===== src/rtl/cpu_pkg.sv =====
// Shared widths and write-back select encoding for the MEM/WB write-back slice.
package cpu_pkg;
  localparam int DATA_W   = 32;
  localparam int ADDR_W   = 5;
  localparam int REG_ZERO = 0;

  typedef enum logic {
    WB_ALU = 1'b0,
    WB_MEM = 1'b1
  } wb_sel_e;
endpackage


===== src/rtl/wb_regfile_bypass_rd.sv =====
// One ID-stage read port: x0 forced to zero, retiring write forwarded ahead of storage.
module wb_regfile_bypass_rd #(
  parameter int DATA_W = cpu_pkg::DATA_W,
  parameter int ADDR_W = cpu_pkg::ADDR_W
) (
  input  logic [ADDR_W-1:0] rs_addr,
  input  logic [DATA_W-1:0] entry,
  input  logic              wr_live,
  input  logic [ADDR_W-1:0] wr_addr,
  input  logic [DATA_W-1:0] wb_data,
  output logic [DATA_W-1:0] rs_data
);
  import cpu_pkg::*;

  always_comb begin
    rs_data = entry;
    if (rs_addr == ADDR_W'(REG_ZERO)) begin
      rs_data = '0;
    end else if (wr_live && (wr_addr == rs_addr)) begin
      rs_data = wb_data;
    end
  end
endmodule


===== src/rtl/wb_regfile.sv =====
// Write-back stage: selects the WB value, commits it into the 32-entry register file,
// serves two bypassed read ports and counts retired non-x0 writes.
module wb_regfile #(
  parameter int DATA_W = cpu_pkg::DATA_W,
  parameter int ADDR_W = cpu_pkg::ADDR_W,
  parameter int CNT_W  = 32
) (
  input  logic              clk_i,
  input  logic              start_i,
  input  logic              RegWrite_i,
  input  logic              MemtoReg_i,
  input  logic [DATA_W-1:0] ALUdata_i,
  input  logic [DATA_W-1:0] ReadData_i,
  input  logic [ADDR_W-1:0] RegWaddr_i,
  input  logic [ADDR_W-1:0] RS1addr_i,
  input  logic [ADDR_W-1:0] RS2addr_i,
  output logic [DATA_W-1:0] RS1data_o,
  output logic [DATA_W-1:0] RS2data_o,
  output logic [DATA_W-1:0] WBdata_o,
  output logic [CNT_W-1:0]  WrCount_o
);
  import cpu_pkg::*;

  localparam int DEPTH = 2 ** ADDR_W;

  logic [DATA_W-1:0] regs [DEPTH];
  wb_sel_e           wb_sel;
  logic              wr_live;
  logic              commit;

  assign wb_sel   = wb_sel_e'(MemtoReg_i);
  assign WBdata_o = (wb_sel == WB_MEM) ? ReadData_i : ALUdata_i;

  // Bypass is gated by start_i so reads return 0 for the whole reset window.
  assign wr_live = RegWrite_i & start_i;
  assign commit  = RegWrite_i && (RegWaddr_i != ADDR_W'(REG_ZERO));

  always_ff @(posedge clk_i or negedge start_i) begin
    if (!start_i) begin
      for (int i = 0; i < DEPTH; i++) begin
        regs[i] <= '0;
      end
      WrCount_o <= '0;
    end else if (commit) begin
      regs[RegWaddr_i] <= WBdata_o;
      WrCount_o        <= WrCount_o + CNT_W'(1);
    end
  end

  wb_regfile_bypass_rd #(
    .DATA_W (DATA_W),
    .ADDR_W (ADDR_W)
  ) u_rd1 (
    .rs_addr (RS1addr_i),
    .entry   (regs[RS1addr_i]),
    .wr_live (wr_live),
    .wr_addr (RegWaddr_i),
    .wb_data (WBdata_o),
    .rs_data (RS1data_o)
  );

  wb_regfile_bypass_rd #(
    .DATA_W (DATA_W),
    .ADDR_W (ADDR_W)
  ) u_rd2 (
    .rs_addr (RS2addr_i),
    .entry   (regs[RS2addr_i]),
    .wr_live (wr_live),
    .wr_addr (RegWaddr_i),
    .wb_data (WBdata_o),
    .rs_data (RS2data_o)
  );
endmodule


===== config.mk =====
export PLATFORM = sky130hd
export DESIGN_NAME = wb_regfile
export DESIGN_NICKNAME = d
export VERILOG_FILES = /design/src/rtl/cpu_pkg.sv /design/src/rtl/wb_regfile_bypass_rd.sv /design/src/rtl/wb_regfile.sv
export SDC_FILE = /design/constraint.sdc
export NUM_CORES = 2
export LEC_CHECK = 0
export BUFFER_PORTS_ARGS = -buffer_cell sky130_fd_sc_hd__buf_2
export CORE_UTILIZATION = 35
export DETAILED_ROUTE_END_ITERATION = 10
export HOLD_SLACK_MARGIN = 0.15
export PLACE_DENSITY_LB_ADDON = 0.15
export SLEW_MARGIN = 20
export SYNTH_ARGS = -nofsm -noshare
export SYNTH_HDL_FRONTEND = slang
export SYNTH_SLANG_ARGS = --single-unit

===== constraint.sdc =====
create_clock -name clk_i -period 4.5 [get_ports clk_i]
set_input_delay 0.225 -clock clk_i [delete_from_list [all_inputs] [get_ports clk_i]]
set_output_delay 0.225 -clock clk_i [all_outputs]
set_load 0.01 [all_outputs]

# After elaboration in Yosys (flattened, before gate mapping)
# Index checks and enable logic that the tools add are counted.
# Widths: inputs -> output; s select.
dict set report op_classes {
  addsub 1
  order_cmp 4
  eq_ne 2
  mux 14
  bitwise 4
  reduce_logical 7
}
# operator n
set ops {}
lappend ops {{$bwmux 1024} 1}
lappend ops {{$bmux 32 s5} 2}
lappend ops {{$mux 32} 10}
lappend ops {{$demux 32 s5} 1}
lappend ops {{$add 32x1->32 const B} 1}
lappend ops {{$ge 6x6->1 const B} 3}
lappend ops {{$not 5->6} 3}
lappend ops {{$eq 5x5->1} 2}
lappend ops {{$logic_not 5->1} 2}
lappend ops {{$lt 6x1->1 const B} 1}
lappend ops {{$reduce_bool 5->1} 1}
lappend ops {{$logic_and 1x1->1} 4}
lappend ops {{$and 1x1->1} 1}
dict set report totals {
  ff_bits 1056
  in_bits 83
  word_cells 65
}

# Logic depth before layout (Yosys ltp)
dict set report depth {
  word_depth 6
  mapped_depth 11
  depth_no_buf 6
}

# By module
# Synthesis repeated with hierarchy kept, for this count alone.
dict set report unflattened {
  hier_cells 6142
  area_unflattened_um2 56518.0
}
# mod n_inst cells_per_inst area_each_um2
set by_module_without_submodules {}
lappend by_module_without_submodules {wb_regfile 1 5896 55226.7}
lappend by_module_without_submodules {wb_regfile_bypass_rd 2 123 645.6}

# Least setup slack after synthesis
# OpenSTA, ideal clock, no wires.
dict set report synth_timing {
  kind {in2out}
  from {input RS1addr_i[0]}
  to {output RS1data_o[1]}
  t_arrival_ns 1.997
  required_ns 4.275
  setup_slack_ns 2.278
  path_stages 8
  path_buffers 4
  cell_sequence {buf_4 > buf_12 > buf_6 > buf_2 > mux4_2 > a22oi_1 > nand3_1 > o221a_2}
}
dict set report synth_via {
  elab_chain_len 6
}
# element line
set synth_lines {}
lappend synth_lines {{from (decl)} wb_regfile.sv:15} ;# input logic [ADDR_W-1:0] RS1addr_i,
lappend synth_lines {{$not 5->6 (implied by the code)} wb_regfile.sv:55} ;# .entry (regs[RS1addr_i]),
lappend synth_lines {{$bmux 32 s5} wb_regfile.sv:55}
lappend synth_lines {{$mux 32 (implied by the code) (2 in series)} wb_regfile.sv:55}
lappend synth_lines {{$mux 32} wb_regfile_bypass_rd.sv:19} ;# end else if (wr_live && (wr_addr == rs_addr)) begin
lappend synth_lines {{$mux 32 (*)} wb_regfile_bypass_rd.sv:17} ;# if (rs_addr == ADDR_W'(REG_ZERO)) begin
lappend synth_lines {{to (decl)} wb_regfile.sv:17} ;# output logic [DATA_W-1:0] RS1data_o,
# Every way passes the cells marked *; elsewhere a longest branch is shown, timed or not. The select of a mux whose other input is x is not followed.

# Worst setup path in the final report
dict set report layout_timing {
  from {input start_i}
  to {output RS2data_o[10]}
}
dict set report layout_via {
  elab_chain_len 4
}
# element line
set layout_lines {}
lappend layout_lines {{from (decl)} wb_regfile.sv:9} ;# input logic start_i,
lappend layout_lines {{$and 1x1->1} wb_regfile.sv:35} ;# assign wr_live = RegWrite_i & start_i;
lappend layout_lines {{$logic_and 1x1->1} wb_regfile_bypass_rd.sv:19}
lappend layout_lines {{$mux 32} wb_regfile_bypass_rd.sv:19}
lappend layout_lines {{$mux 32} wb_regfile_bypass_rd.sv:17}
lappend layout_lines {{to (decl)} wb_regfile.sv:18} ;# output logic [DATA_W-1:0] RS2data_o,
# No other way between the ends.

==> reports/results.ini <==
[yosys]
async_reset_ff_share_pct = 100
synth_area_sq_um = 55200
synth_flop_cell = dfrtp_1
yosys_warnings = 0
syn_avg_cell_area_sq_um = 11.0
synth_area_leaders = dfrtp_1, mux4_2, a21oi_1
yosysSeqAreaShare_pct = 47.9
synth_top_area_cell = dfrtp_1
synth-edff-count = 0
synth.distinct_cells = 71
ys_ff_latch = 1056
synth_nets = 5095
synth_top_area_share_pct = 47.9
synthCells = 5011

[critical_path]
crit_path_cell_trace = dlygate4sd3_1 -> dlygate4sd3_1 -> buf_8 -> nand2_1 -> or4_4 -> and2_1 -> and3_1 -> nor3_1 -> buf_2
worstPathMaxFanout = 11
worstSetupPathType = in -> out
critPathCaptureType = output pin
cp.arrival_ns = 4.16
crit_path_frequent_cell = dlygate4sd3_1
cp_num_buf_inv = 4
critPathSlowestCell = nor3_1
cp-start-kind = primary input
slowest_delay_ns = 0.74
cp.required_ns = 4.28
cp_top_family = simple AND/OR/NAND/NOR gates

[status]
outcome = completed

[floorplan]
die_area_sq_um = 159000
rows = 145
start_util_pct = 35.3
io_pins = 211
fp.coreArea_sq_um = 156000
dieHeight_um = 399
die_w_um = 399

[clocking]
clockBufferDepth = 3
h-tree-depth = 3
clock-sinks = 1056
cts.hold.buffers_added = 66
cts_setup_buffers = 0
insertion_delay_ns = 0.73
cts_buffers = 116
clk_pin_slew_worst_paths_ns = 0.06
cts_tree = done
ctsRootBufferMaster = clkbuf_16
cts_resized = 0

[grt]
grt_start_max_net_pins = 173
gr-total-overflow = 0
grt_pass1_wl_um = 318000
antenna_found_initial = 15
grt_pass1_vias = 42000
grt.total_usage_pct = 27.7

[power_and_ir_drop]
power_density_nw_per_um2 = 469
ir_drop_mv = 0.311
p_leak_nw = 26.8
p_seq_share_pct = 44.3
pwr-share-comb_pct = 22.1
switching_share_pct = 30.9
clock_power_share_pct = 33.6
power.total_mw = 29.5
p_int_mw = 20.4
switchingPower_mw = 9.12

[worst_hold_path]
min-delay-path-class = in -> reg

[routing]
wl_per_cell_um = 30.7
antenna_left = 0
wl_um = 221000
vias_per_cell = 5.97
drt_iter0_markers = 4371
firstDrtPassIters = 6
vias = 43000
drc = 0

[layout]
instances_no_fill = 7209
fin_nets = 5140
synthToLayoutAreaGrowth_pct = 14.0
nFillCells = 15200
final_layout_size_suffix_gt1_share_pct = 21.4

[sta]
finalMaxSlewViolations = 0
hold_viol = 0
final-setup-viol-count = 0
whs_ns = 0.196
fin_skew_ns = 0.00470
relSlewSlack_pct = 17.2
setup_slack_ns = 0.111
worst_slew_pin_slew_ns = 1.24
max_freq_ghz = 0.228
fin_setup_tns_ns = 0
rsz0062_at_grt = no
fin_crit_ns = 4.39
post-route-period-util_pct = 97.5

[placed_design]
numPortBuffers = 210
gp_congestion = 0.849
place_ws_ns = 0.872
dpl.hpwl_um = 136000
placed_cells = 6929

[job]
drv_cap = 0

## cells in the final DEF, fill, tap and decap left out, types with 10 or more instances in the layout
| cell | Yosys | layout |
|---|---|---|
| a21oi_1 | 556 | 556 |
| buf_2 | 58 | 201 |
| mux4_2 | 412 | 412 |
| nor2_4 | 0 | 18 |
| buf_4 | 29 | 147 |
| xnor2_1 | 29 | 29 |
| a211oi_1 | 20 | 20 |
| dlygate4sd3_1 | 0 | 65 |
| mux2_2 | 22 | 22 |
| mux4_1 | 30 | 30 |
| nand3_1 | 29 | 29 |
| o22ai_1 | 81 | 81 |
| nor3_1 | 26 | 26 |
| or4_1 | 30 | 30 |
| a221o_1 | 15 | 15 |
| nor2b_1 | 16 | 14 |
| o22a_1 | 26 | 26 |
| mux2i_4 | 0 | 22 |
| clkbuf_1 | 371 | 28 |
| xor2_1 | 12 | 12 |
| o221ai_1 | 29 | 29 |
| nand2_1 | 561 | 544 |
| dfrtp_1 | 1056 | 1056 |
| o31ai_1 | 29 | 29 |
| mux2i_2 | 0 | 10 |
| mux2i_1 | 178 | 146 |
| o21ai_0 | 524 | 524 |
| o21ai_1 | 10 | 10 |
| buf_12 | 13 | 30 |
| clkbuf_8 | 7 | 23 |
| nor2_1 | 571 | 552 |
| inv_1 | 46 | 46 |
| nand2b_1 | 15 | 13 |
| a22oi_1 | 21 | 21 |
| clkbuf_16 | 0 | 118 |
| a221oi_1 | 34 | 34 |
| and3_1 | 10 | 10 |
| nand2_4 | 0 | 15 |
| clkinv_2 | 0 | 26 |
## logic make-up (layout without fill, tap and decap cells)
family | after synthesis | in the layout | share of synthesized area (%)
AO/OA/AOI/OAI | 1388 | 1388 | 14.1
AND/OR/NAND/NOR | 1303 | 1303 | 9.70
flip-flops | 1056 | 1056 | 47.9
multiplexers | 650 | 650 | 22.3
buffers and inverters | 572 | 711 | 5.36
XOR/XNOR | 41 | 41 | 0.650
adder cells (fa/ha/maj) | 1 | 1 | 0.0227
other | 0 | 1 | 0
## tightest hold or removal path, cell delays in order
cell	delay [ns]
buf_2	0.10
mux2i_4	0.10
buf_4	0.29
a21oi_1	0.17
## area by class of cell
type | instances | area, sq um | area share [%]
inverter | 48 | 180 | 0.286
sequential | 1056 | 26400 | 42.0
clock inverter | 43 | 475 | 0.756
tap | 2058 | 2570 | 4.09
multi-input combinational | 3383 | 26400 | 42.0
timing repair buffer | 451 | 3490 | 5.54
clock buffer | 169 | 3370 | 5.36
antenna | 1 | 2.50 | 0.00398
## cell usage after synthesis (30+ instances only)
cell,instances
dfrtp_1,1056
nor2_1,571
nand2_1,561
a21oi_1,556
o21ai_0,524
mux4_2,412
clkbuf_1,371
mux2i_1,178
o22ai_1,81
buf_2,58
inv_1,46
a221oi_1,34
mux4_1,30
or4_1,30
## worst paths after layout
path / start / end / slack [ns] / cells after the start
max in group asynchronous: start_i / regs[172]$_DFFE_PN0P_ / 1.30 / 6
worst min register to register: regs[1012]$_DFFE_PN0P_ / regs[1012]$_DFFE_PN0P_ / 0.39 / 0
worst max register to register: WrCount_o[0]$_DFFE_PN0P_ / WrCount_o[31]$_DFFE_PN0P_ / 2.24 / 6
min in group asynchronous: start_i / regs[980]$_DFFE_PN0P_ / 0.64 / 4
worst min-delay path: ALUdata_i[25] / regs[601]$_DFFE_PN0P_ / 0.20 / 4
worst max-delay path: start_i / RS2data_o[10] / 0.11 / 9
## routing by layer
layer  wire [um]  GRT usage, %  vias up  share of wire, %
li1            -             -    18400                 -
met5          62             0        -             0.028
met1       98000          40.1    22400                44
met4        7040          7.86       10               3.2
met3       17100          5.16      394               7.7
met2       99100          42.5     1890                45
## power by group through the flow
stage / clock network, mW / logic [mW] / registers (mW)
after global routing: 10.4 / 7.12 / 13.3
after CTS: 10.0 / 6.52 / 13.0
after detailed placement: 0 / 6.44 / 13.2
after floorplan: 0 / 4.58 / 12.7
after global placement: 0 / 6.34 / 13.1
final: 9.91 / 6.52 / 13.1
## registers in the layout, summed over array words and instances, names as in the netlist
register	flops
WrCount_o	32
regs	1024
## stage by stage
stage | utilization (%) | area, sq um
3_3_place_gp | 37.3 | 58400
5_1_grt | 40.2 | 62900
3_5_place_dp | 37.3 | 58400
2_1_floorplan | - | 55200
6_report | 40.2 | 62900
4_1_cts | 40.2 | 62900
No activity file was read; power rests on OpenSTA's default activity.
